===== src/rtl/fifo_uart_pkg.sv =====
// Shared types and line levels for the fifo-draining UART transmitter.
package fifo_uart_pkg;

   typedef enum logic [2:0] {
      IDLE  = 3'd0,
      READ  = 3'd1,
      LOAD  = 3'd2,
      START = 3'd3,
      DATA  = 3'd4,
      STOP  = 3'd5
   } state_t;

   localparam logic START_BIT = 1'b0;
   localparam logic STOP_BIT  = 1'b1;

endpackage


===== src/rtl/fifo_uart_tx_baud_gen.sv =====
// Bit-period counter: counts 0..clks_per_bit-1 and flags the last cycle of each bit.
module baud_gen #(
   parameter int clks_per_bit = 4
) (
   input  logic clk,
   input  logic rst,
   input  logic clr,
   output logic tick
);

   localparam int CNT_W = $clog2(clks_per_bit);
   localparam logic [CNT_W-1:0] LAST = CNT_W'(clks_per_bit - 1);

   logic [CNT_W-1:0] cnt_q;
   logic [CNT_W-1:0] cnt_d;

   assign tick = (cnt_q == LAST);

   // Next count: held at zero while cleared, wraps after the last cycle of a bit.
   always_comb begin
      cnt_d = cnt_q + 1'b1;
      if (clr || tick) begin
         cnt_d = '0;
      end
   end

   // Counter register.
   always_ff @(posedge clk) begin
      if (rst) begin
         cnt_q <= '0;
      end else begin
         cnt_q <= cnt_d;
      end
   end

endmodule


===== src/rtl/fifo_uart_tx.sv =====
// Drains the upstream fifo one word at a time and serializes each word as
// start bit, d_w data bits LSB first, stop bit.
//
//  state | meaning
//  IDLE  | line high, waiting for en && !empty
//  READ  | one-cycle fifo read strobe
//  LOAD  | fifo data_out valid, captured into the shift register
//  START | start bit on the line
//  DATA  | data bits, LSB first
//  STOP  | stop bit; then next word or back to IDLE
module fifo_uart_tx
   import fifo_uart_pkg::*;
#(
   parameter int d_w          = 8,
   parameter int clks_per_bit = 4
) (
   input  logic           clk,
   input  logic           rst,
   input  logic           en,
   input  logic           empty,
   input  logic [d_w-1:0] data_in,
   output logic           read,
   output logic           tx,
   output logic           busy
);

   localparam int IDX_W = $clog2(d_w);
   localparam logic [IDX_W-1:0] LAST_IDX = IDX_W'(d_w - 1);

   state_t           state_q, state_d;
   logic [d_w-1:0]   sh_q, sh_d;
   logic [IDX_W-1:0] bit_idx_q, bit_idx_d;
   logic             read_q, read_d;
   logic             tx_q, tx_d;
   logic             busy_q, busy_d;
   logic             baud_clr;
   logic             tick;

   // The bit counter sits at zero outside the serial states so START always
   // begins a full bit period.
   assign baud_clr = (state_q != START) && (state_q != DATA) && (state_q != STOP);

   baud_gen #(
      .clks_per_bit(clks_per_bit)
   ) u_baud_gen (
      .clk  (clk),
      .rst  (rst),
      .clr  (baud_clr),
      .tick (tick)
   );

   // Next-state, shift register and bit index.
   always_comb begin
      state_d   = state_q;
      sh_d      = sh_q;
      bit_idx_d = bit_idx_q;
      case (state_q)
         IDLE: begin
            if (en && !empty) begin
               state_d = READ;
            end
         end
         READ: begin
            state_d = LOAD;
         end
         LOAD: begin
            sh_d      = data_in;
            bit_idx_d = '0;
            state_d   = START;
         end
         START: begin
            if (tick) begin
               state_d = DATA;
            end
         end
         DATA: begin
            if (tick) begin
               sh_d = sh_q >> 1;
               if (bit_idx_q == LAST_IDX) begin
                  state_d = STOP;
               end else begin
                  bit_idx_d = bit_idx_q + 1'b1;
               end
            end
         end
         STOP: begin
            if (tick) begin
               state_d = (en && !empty) ? READ : IDLE;
            end
         end
         default: begin
            state_d = IDLE;
         end
      endcase
   end

   // Outputs are decoded from the next state so the registered copies line up
   // with the state they belong to.
   always_comb begin
      read_d = (state_d == READ);
      busy_d = (state_d != IDLE);
      tx_d   = STOP_BIT;
      if (state_d == START) begin
         tx_d = START_BIT;
      end else if (state_d == DATA) begin
         tx_d = sh_d[0];
      end
   end

   // State, datapath and output registers.
   always_ff @(posedge clk) begin
      if (rst) begin
         state_q   <= IDLE;
         sh_q      <= '0;
         bit_idx_q <= '0;
         read_q    <= 1'b0;
         tx_q      <= 1'b1;
         busy_q    <= 1'b0;
      end else begin
         state_q   <= state_d;
         sh_q      <= sh_d;
         bit_idx_q <= bit_idx_d;
         read_q    <= read_d;
         tx_q      <= tx_d;
         busy_q    <= busy_d;
      end
   end

   assign read = read_q;
   assign tx   = tx_q;
   assign busy = busy_q;

endmodule


===== config.mk =====
export PLATFORM = sky130hd
export DESIGN_NAME = fifo_uart_tx
export DESIGN_NICKNAME = d
export VERILOG_FILES = /design/src/rtl/fifo_uart_pkg.sv /design/src/rtl/fifo_uart_tx_baud_gen.sv /design/src/rtl/fifo_uart_tx.sv
export SDC_FILE = /design/constraint.sdc
export NUM_CORES = 1
export LEC_CHECK = 0
export CORE_UTILIZATION = 41
export CTS_BUF_LIST = sky130_fd_sc_hd__clkbuf_4
export CTS_CLUSTER_DIAMETER = 40
export DETAILED_ROUTE_END_ITERATION = 10
export PLACE_DENSITY_LB_ADDON = 0.05
export SYNTH_ARGS = -nofsm -noshare
export SYNTH_HDL_FRONTEND = slang
export SYNTH_SLANG_ARGS = --single-unit

===== constraint.sdc =====
create_clock -name clk -period 4.2 [get_ports clk]
set_input_delay 0.84 -clock clk [delete_from_list [all_inputs] [get_ports clk]]
set_output_delay 0.84 -clock clk [all_outputs]
set_load 0.01 [all_outputs]

==> metrics.yaml, run 1 <==
layout:
  nets: 124
  num_antenna_cells: 0
  fin_util_pct: 53.9
  syn_to_final_growth_pct: 19.0
  drive_above_1_share_pct: 14.8
  n_fill_cell: 194
logic_synthesis:
  netlist_top_cells_area: "dfxtp_1 (42%), a21oi_1 (6.0%), a22oi_1 (4.9%)"
  synth_top_area_share_pct: 41.5
  synth_cells: 94
  yosysWarnings: 0
  synth-edff-count: 0
  async_reset_ff_share_pct: 0
  post_synth.cell_area_avg_um2: 9.74
  syn_area_um2: 916
  yosys_register_bits: 19
  synth_top_area_cell: "dfxtp_1"
  synthDistinctLibCells: 39
  yosysSeqAreaShare_pct: 41.5
  synth_ff_type: "dfxtp_1"
  syn_nets: 109
floorplan:
  start_util_pct: 45.3
  die_area_mm2: 0.00243
  rows: 16
  ios: 15
  die_h_um: 49.3
  die_w_um: 49.3
  core_area_mm2: 0.00202
timing:
  finClkSkew_ns: 0.00390
  finalCriticalPeriod_ns: 2.03
  fin_hold_ws_ns: 0.448
  tightest_slew_ns: 0.670
  slew_headroom_pct: 55.2
  rsz0062_at_grt: "false"
  finalSetupViolations: 0
  drv_slew: 0
  hold_viol: 0
  fmax_mhz: 492
  fin_crit_sh_pct: 48.4
  tns_ns: 0
power_and_ir_drop:
  peakVddDrop_mv: 0.213
  total_leakage_power_uw: 0.000382
  p_per_area_mw_per_mm2: 306
hold_path:
  hold_start: "u_baud_gen.cnt_q[0]"
  worstHoldPathType: "reg -> reg"
routing:
  firstDrtPassIters: 4
  drcViolationCount: 0
  vias_per_cell: 5.43
  wl_per_cell_um: 12.1
  drtIter0Drc: 8
  wl_um: 1640
  ant_nets: 0
  vias: 733
outcome:
  outcome: "finished, final reports clean"
clock_tree:
  cts_tree: "yes"
  cts_sinks: 19
  post_cts_resized: 0
  cts.root.buffer_cell: "clkbuf_4"
  post_cts_buffers: 0
  cts.clk_slew.worst_paths_ns: 0.11
  cts_buffers: 3
  clock_latency_ns: 0.29
  hold_buffers: 0
  htree_levels: 1
  clockBufferDepth: 2
setup_path:
  r2r_slack_ns: 2.60
  start_kind: "input port"
  critPathCaptureType: "flip-flop"
  rr_startpoint: "u_baud_gen.cnt_q[0]"
  cp-startpoint: "rst"
  ff2ff_path_depth: 5
  crit_arrival_ns: 2.21
  criticalPathCategory: "in -> reg"
  reg2reg_to: "busy"
  crit_fanout: 16
  crit_path_end: "tx"
  worstPathRequired_ns: 4.38
global_route:
  grt_max_degree: 17
  grt_pass1_wl_um: 2910
  grt_pass1_vias: 691
  grt_antenna_before_repair: 0
  track_usage_pct: 15.5
  grt_overflow: 0
placed_design:
  gp_congestion: 0.770
  hpwl_um: 1140
  port_buffers: 14
flow_run:
  maxCapViolations: 0
## power breakdown
part	switching [µW]	internal [µW]	leakage [µW]	total [µW]
logic	19.2	26.9	0.000210	46.1
clock network	56.3	35.4	0.0000177	91.7
registers	7.41	188	0.000154	195
total	82.8	250	0.000382	333
## cell usage after synthesis, types with 2 or more instances
master,instances
a21boi_1,2
nand3_1,2
nor2_1,5
nor3b_1,2
dfxtp_1,19
a2111oi_0,2
ha_1,3
nand2b_1,3
a21oi_2,2
buf_4,2
nand2_1,9
a22oi_1,6
a21oi_1,11
## sequential cells by signal, summed over array words and instances, names as in the netlist
name and cells:
u_baud_gen.cnt_q 2, tx 1, sh_q 8, state_q 3, bit_idx_q 3, read 1, busy 1
## cell usage in the layout, fill, tap and decap left out, types with 2 or more instances in the layout
master and count:
dfxtp_1 19, clkdlybuf4s50_1 14, a21oi_1 11, nand2_1 9
a22oi_1 6, nor2_1 5, nand2b_1 3, ha_1 3
clkbuf_4 3, a2111oi_0 2, a21oi_2 2, nor3b_1 2
nand3_1 2, a21boi_1 2
## logic make-up (layout without fill, tap and decap cells)
group / after synthesis / after routing / share of synthesized area, %
adders and majority gates: 3 / 3 / 4.10
DFF: 19 / 19 / 41.5
buffers and inverters: 6 / 20 / 4.23
and+or+nand+nor: 33 / 33 / 22.1
AOI/OAI and AO/OA: 32 / 32 / 26.9
muxes: 1 / 1 / 1.09
## worst min-delay path by stage
| stage | endpoint | slack [ns] | cells after the start |
|---|---|---|---|
| global route | sh_q[6] | 0.48 | 2 |
| CTS | u_baud_gen.cnt_q[0] | 0.46 | 1 |
| detailed placement | u_baud_gen.cnt_q[0] | 0.44 | 1 |
| finish | u_baud_gen.cnt_q[0] | 0.45 | 1 |
| global placement | u_baud_gen.cnt_q[0] | 0.42 | 1 |
| floorplan | u_baud_gen.cnt_q[0] | 0.41 | 1 |
## per-stage QoR
stage,cells,setup WS [ns],cell area [µm²],total power [µW]
after global routing,135,2.03,1090,356
final,135,2.17,1090,333
after global placement,131,1.86,1060,245
after CTS,135,2.16,1090,340
after detailed placement,131,1.83,1060,246
after floorplan,94,2.54,916,227
## layer usage
layer  vias to the layer above  track usage [%]  wire, µm
li1                        376                -         -
met1                       344             20.2       775
met2                        13             24.4       813
met3                         0             2.80        50
met4                         0             7.35         0
met5                         -                0         0
## critical path, cell delays in order
cell             delay [ns]
clkdlybuf4s50_1        0.74
a2111oi_4              0.37
a21boi_1               0.20
a31oi_1                0.05
## layout make-up
| class | instances | area (µm²) | share of cell area [%] |
|---|---|---|---|
| multi-input combinational | 69 | 497 | 45.6 |
| clock inverter | 1 | 5.00 | 0.459 |
| tap | 27 | 33.8 | 3.10 |
| sequential | 19 | 380 | 34.9 |
| timing repair buffer | 15 | 148 | 13.5 |
| inverter | 1 | 3.75 | 0.344 |
| clock buffer | 3 | 22.5 | 2.07 |
Note: power is estimated with default switching activity, not from simulation.
==> inputs of run 2 (changes only) <==
clock period = 2.1 ns   (was 4.2 ns; I/O delays follow)
==> metrics.yaml, run 2 (synthesis results as in run 1) <==
layout:
  top_regs: "sh_q (8), bit_idx_q (3), state_q (3)"
  num_antenna_cells: 0  # unchanged
  nets: 125  # +0.81%
  drive_above_1_share_pct: 15.6  # +0.78 points
  syn_to_final_growth_pct: 20.1
  top_register: "sh_q"
  finalNonFillerCells: 136  # +0.74%
  most-common-layout-cells: "dfxtp_1 (19), clkdlybuf4s50_1 (14), a21oi_1 (11)"
  layout.cells.most_common: "dfxtp_1"
  largest_reg_flops: 8  # unchanged
hold_path:
  worstHoldPathType: "reg -> reg"
global_route:
  grtUsageMet3_pct: 2.80  # unchanged
  use_met1_pct: 20.2  # +0.075 points
  grt_max_degree: 14  # -3
  gr-max-usage-layer: "met2"
  use_met2_pct: 27.4  # +3.0 points
  grt_overflow: 0  # unchanged
  track_usage_pct: 16.4  # +0.89 points
  grt_pass1_vias: 716  # +3.6%
  grt_antenna_before_repair: 0  # unchanged
  grt_pass1_wl_um: 3060  # +5.0%
clock_tree:
  cts.root.buffer_cell: "clkbuf_4"
  post_cts_resized: 0  # unchanged
  post_cts_buffers: 0  # unchanged
  cts_tree: "yes"
  htree_levels: 1  # unchanged
  clockBufferDepth: 2  # unchanged
  hold_buffers: 0  # unchanged
  cts_sinks: 19  # unchanged
  clock_latency_ns: 0.29  # about the same
  cts.clk_slew.worst_paths_ns: 0.11  # about the same
  cts_buffers: 3  # unchanged
timing:
  rsz0062_at_grt: "false"
  tns_ns: 0  # unchanged
  slew_headroom_pct: 67.2  # +12 points
  drv_slew: 0  # unchanged
  finClkSkew_ns: 0.00578  # +0.00188 ns
  setup_slack_ns: 0.495  # -1.67 ns
  fin_crit_sh_pct: 76.4
  finalCriticalPeriod_ns: 1.60
  tightest_slew_ns: 0.491  # -0.179 ns
  finalSetupViolations: 0  # unchanged
  hold_viol: 0  # unchanged
  fmax_mhz: 623
placed_design:
  hpwl_um: 1190  # +4.1%
  pre_cts_ws_ns: 0.365  # -1.47 ns
  gp_congestion: 0.796  # +3.4%
  dp.cells: 132  # +0.76%
  port_buffers: 14  # unchanged
setup_path:
  start_kind: "flip-flop"
  critPathCaptureType: "flip-flop"
  reg2reg_to: "tx"
  crit_fanout: 9  # -7
  criticalPathCategory: "reg -> reg"
  worstPathRequired_ns: 2.27  # -2.11 ns
  rr_startpoint: "u_baud_gen.cnt_q[0]"
  r2r_slack_ns: 0.50  # -2.10 ns
  ff2ff_path_depth: 5  # unchanged
  crit_path_end: "tx"
  cp-startpoint: "u_baud_gen.cnt_q[0]"
  crit_arrival_ns: 1.77  # -0.44 ns
floorplan:
  die_h_um: 49.3  # unchanged
  die_area_mm2: 0.00243  # unchanged
  start_util_pct: 45.3  # unchanged
  die_w_um: 49.3  # unchanged
  ios: 15  # unchanged
  core_area_mm2: 0.00202  # unchanged
  rows: 16  # unchanged
outcome:
  outcome: "finished, final reports clean"
routing:
  wl_um: 1680  # +2.4%
  drcViolationCount: 0  # unchanged
  ant_nets: 0  # unchanged
  drtIter0Drc: 11  # +3
  vias: 730  # -0.41%
  wl_per_cell_um: 12.3  # +1.6%
  firstDrtPassIters: 4  # unchanged
  vias_per_cell: 5.37  # -1.1%
power_and_ir_drop:
  total_leakage_power_uw: 0.000388  # +1.4%
  p_per_area_mw_per_mm2: 620  # +100%
  peakVddDrop_mv: 0.462  # +120%
flow_run:
  maxCapViolations: 0  # unchanged
## run 2: changes by cell type in the layout (fill, tap and decap cells not counted)
cell and change:
buf_4 +1, clkbuf_4 +1, clkinv_2 -1
## run 2: routing by layer
metal	part of all wire, %	routed length (µm)
met1	46	778
met2	49	819
met3	4.0	67
met4	0.77	13
met5	0	0
## run 2: worst max-delay path, stage by stage (launching register included)
cell and delay (ns):
dfxtp_1 0.33, ha_1 0.30, and2_4 0.22, a2111oi_4 0.37
a21boi_1 0.20, a31oi_1 0.06
## run 2: layout make-up
class                           count  area [µm²]
Fill cell                         208         922
Multi-Input combinational cell     69         497
Sequential cell                    19         380
Timing Repair Buffer               16         155
Tap cell                           27        33.8
Clock buffer                        4        30.0
Inverter                            1        3.75
## run 2: where the power goes
group	switching [µW]	total [µW]	leakage [µW]	internal [µW]
Clock	110	197	0.0000184	86.8
Combinational	39.2	94.2	0.000215	54.9
Sequential	15.2	391	0.000154	376
Total	164	682	0.000388	518
## run 2: how the worst min path moves through the flow
| stage | startpoint | end | slack, ns | depth (start not counted) |
|---|---|---|---|---|
| 2_1_floorplan | u_baud_gen.cnt_q[0] | u_baud_gen.cnt_q[0] | 0.41 | 1 |
| 6_report | u_baud_gen.cnt_q[0] | u_baud_gen.cnt_q[0] | 0.45 | 1 |
| 3_5_place_dp | u_baud_gen.cnt_q[0] | u_baud_gen.cnt_q[0] | 0.44 | 1 |
| 4_1_cts | u_baud_gen.cnt_q[0] | u_baud_gen.cnt_q[0] | 0.46 | 1 |
| 5_1_grt | u_baud_gen.cnt_q[0] | u_baud_gen.cnt_q[0] | 0.48 | 1 |
| 3_3_place_gp | u_baud_gen.cnt_q[0] | u_baud_gen.cnt_q[0] | 0.43 | 1 |
## run 2: stage by stage
step	total power, µW	area, µm²	hold WS (ns)	util [%]
3_5_place_dp	494	1070	0.436	52.9
4_1_cts	689	1100	0.457	54.4
2_1_floorplan	454	916	0.410	-
5_1_grt	727	1100	0.482	54.4
6_report	682	1100	0.450	54.4
3_3_place_gp	493	1070	0.428	52.9
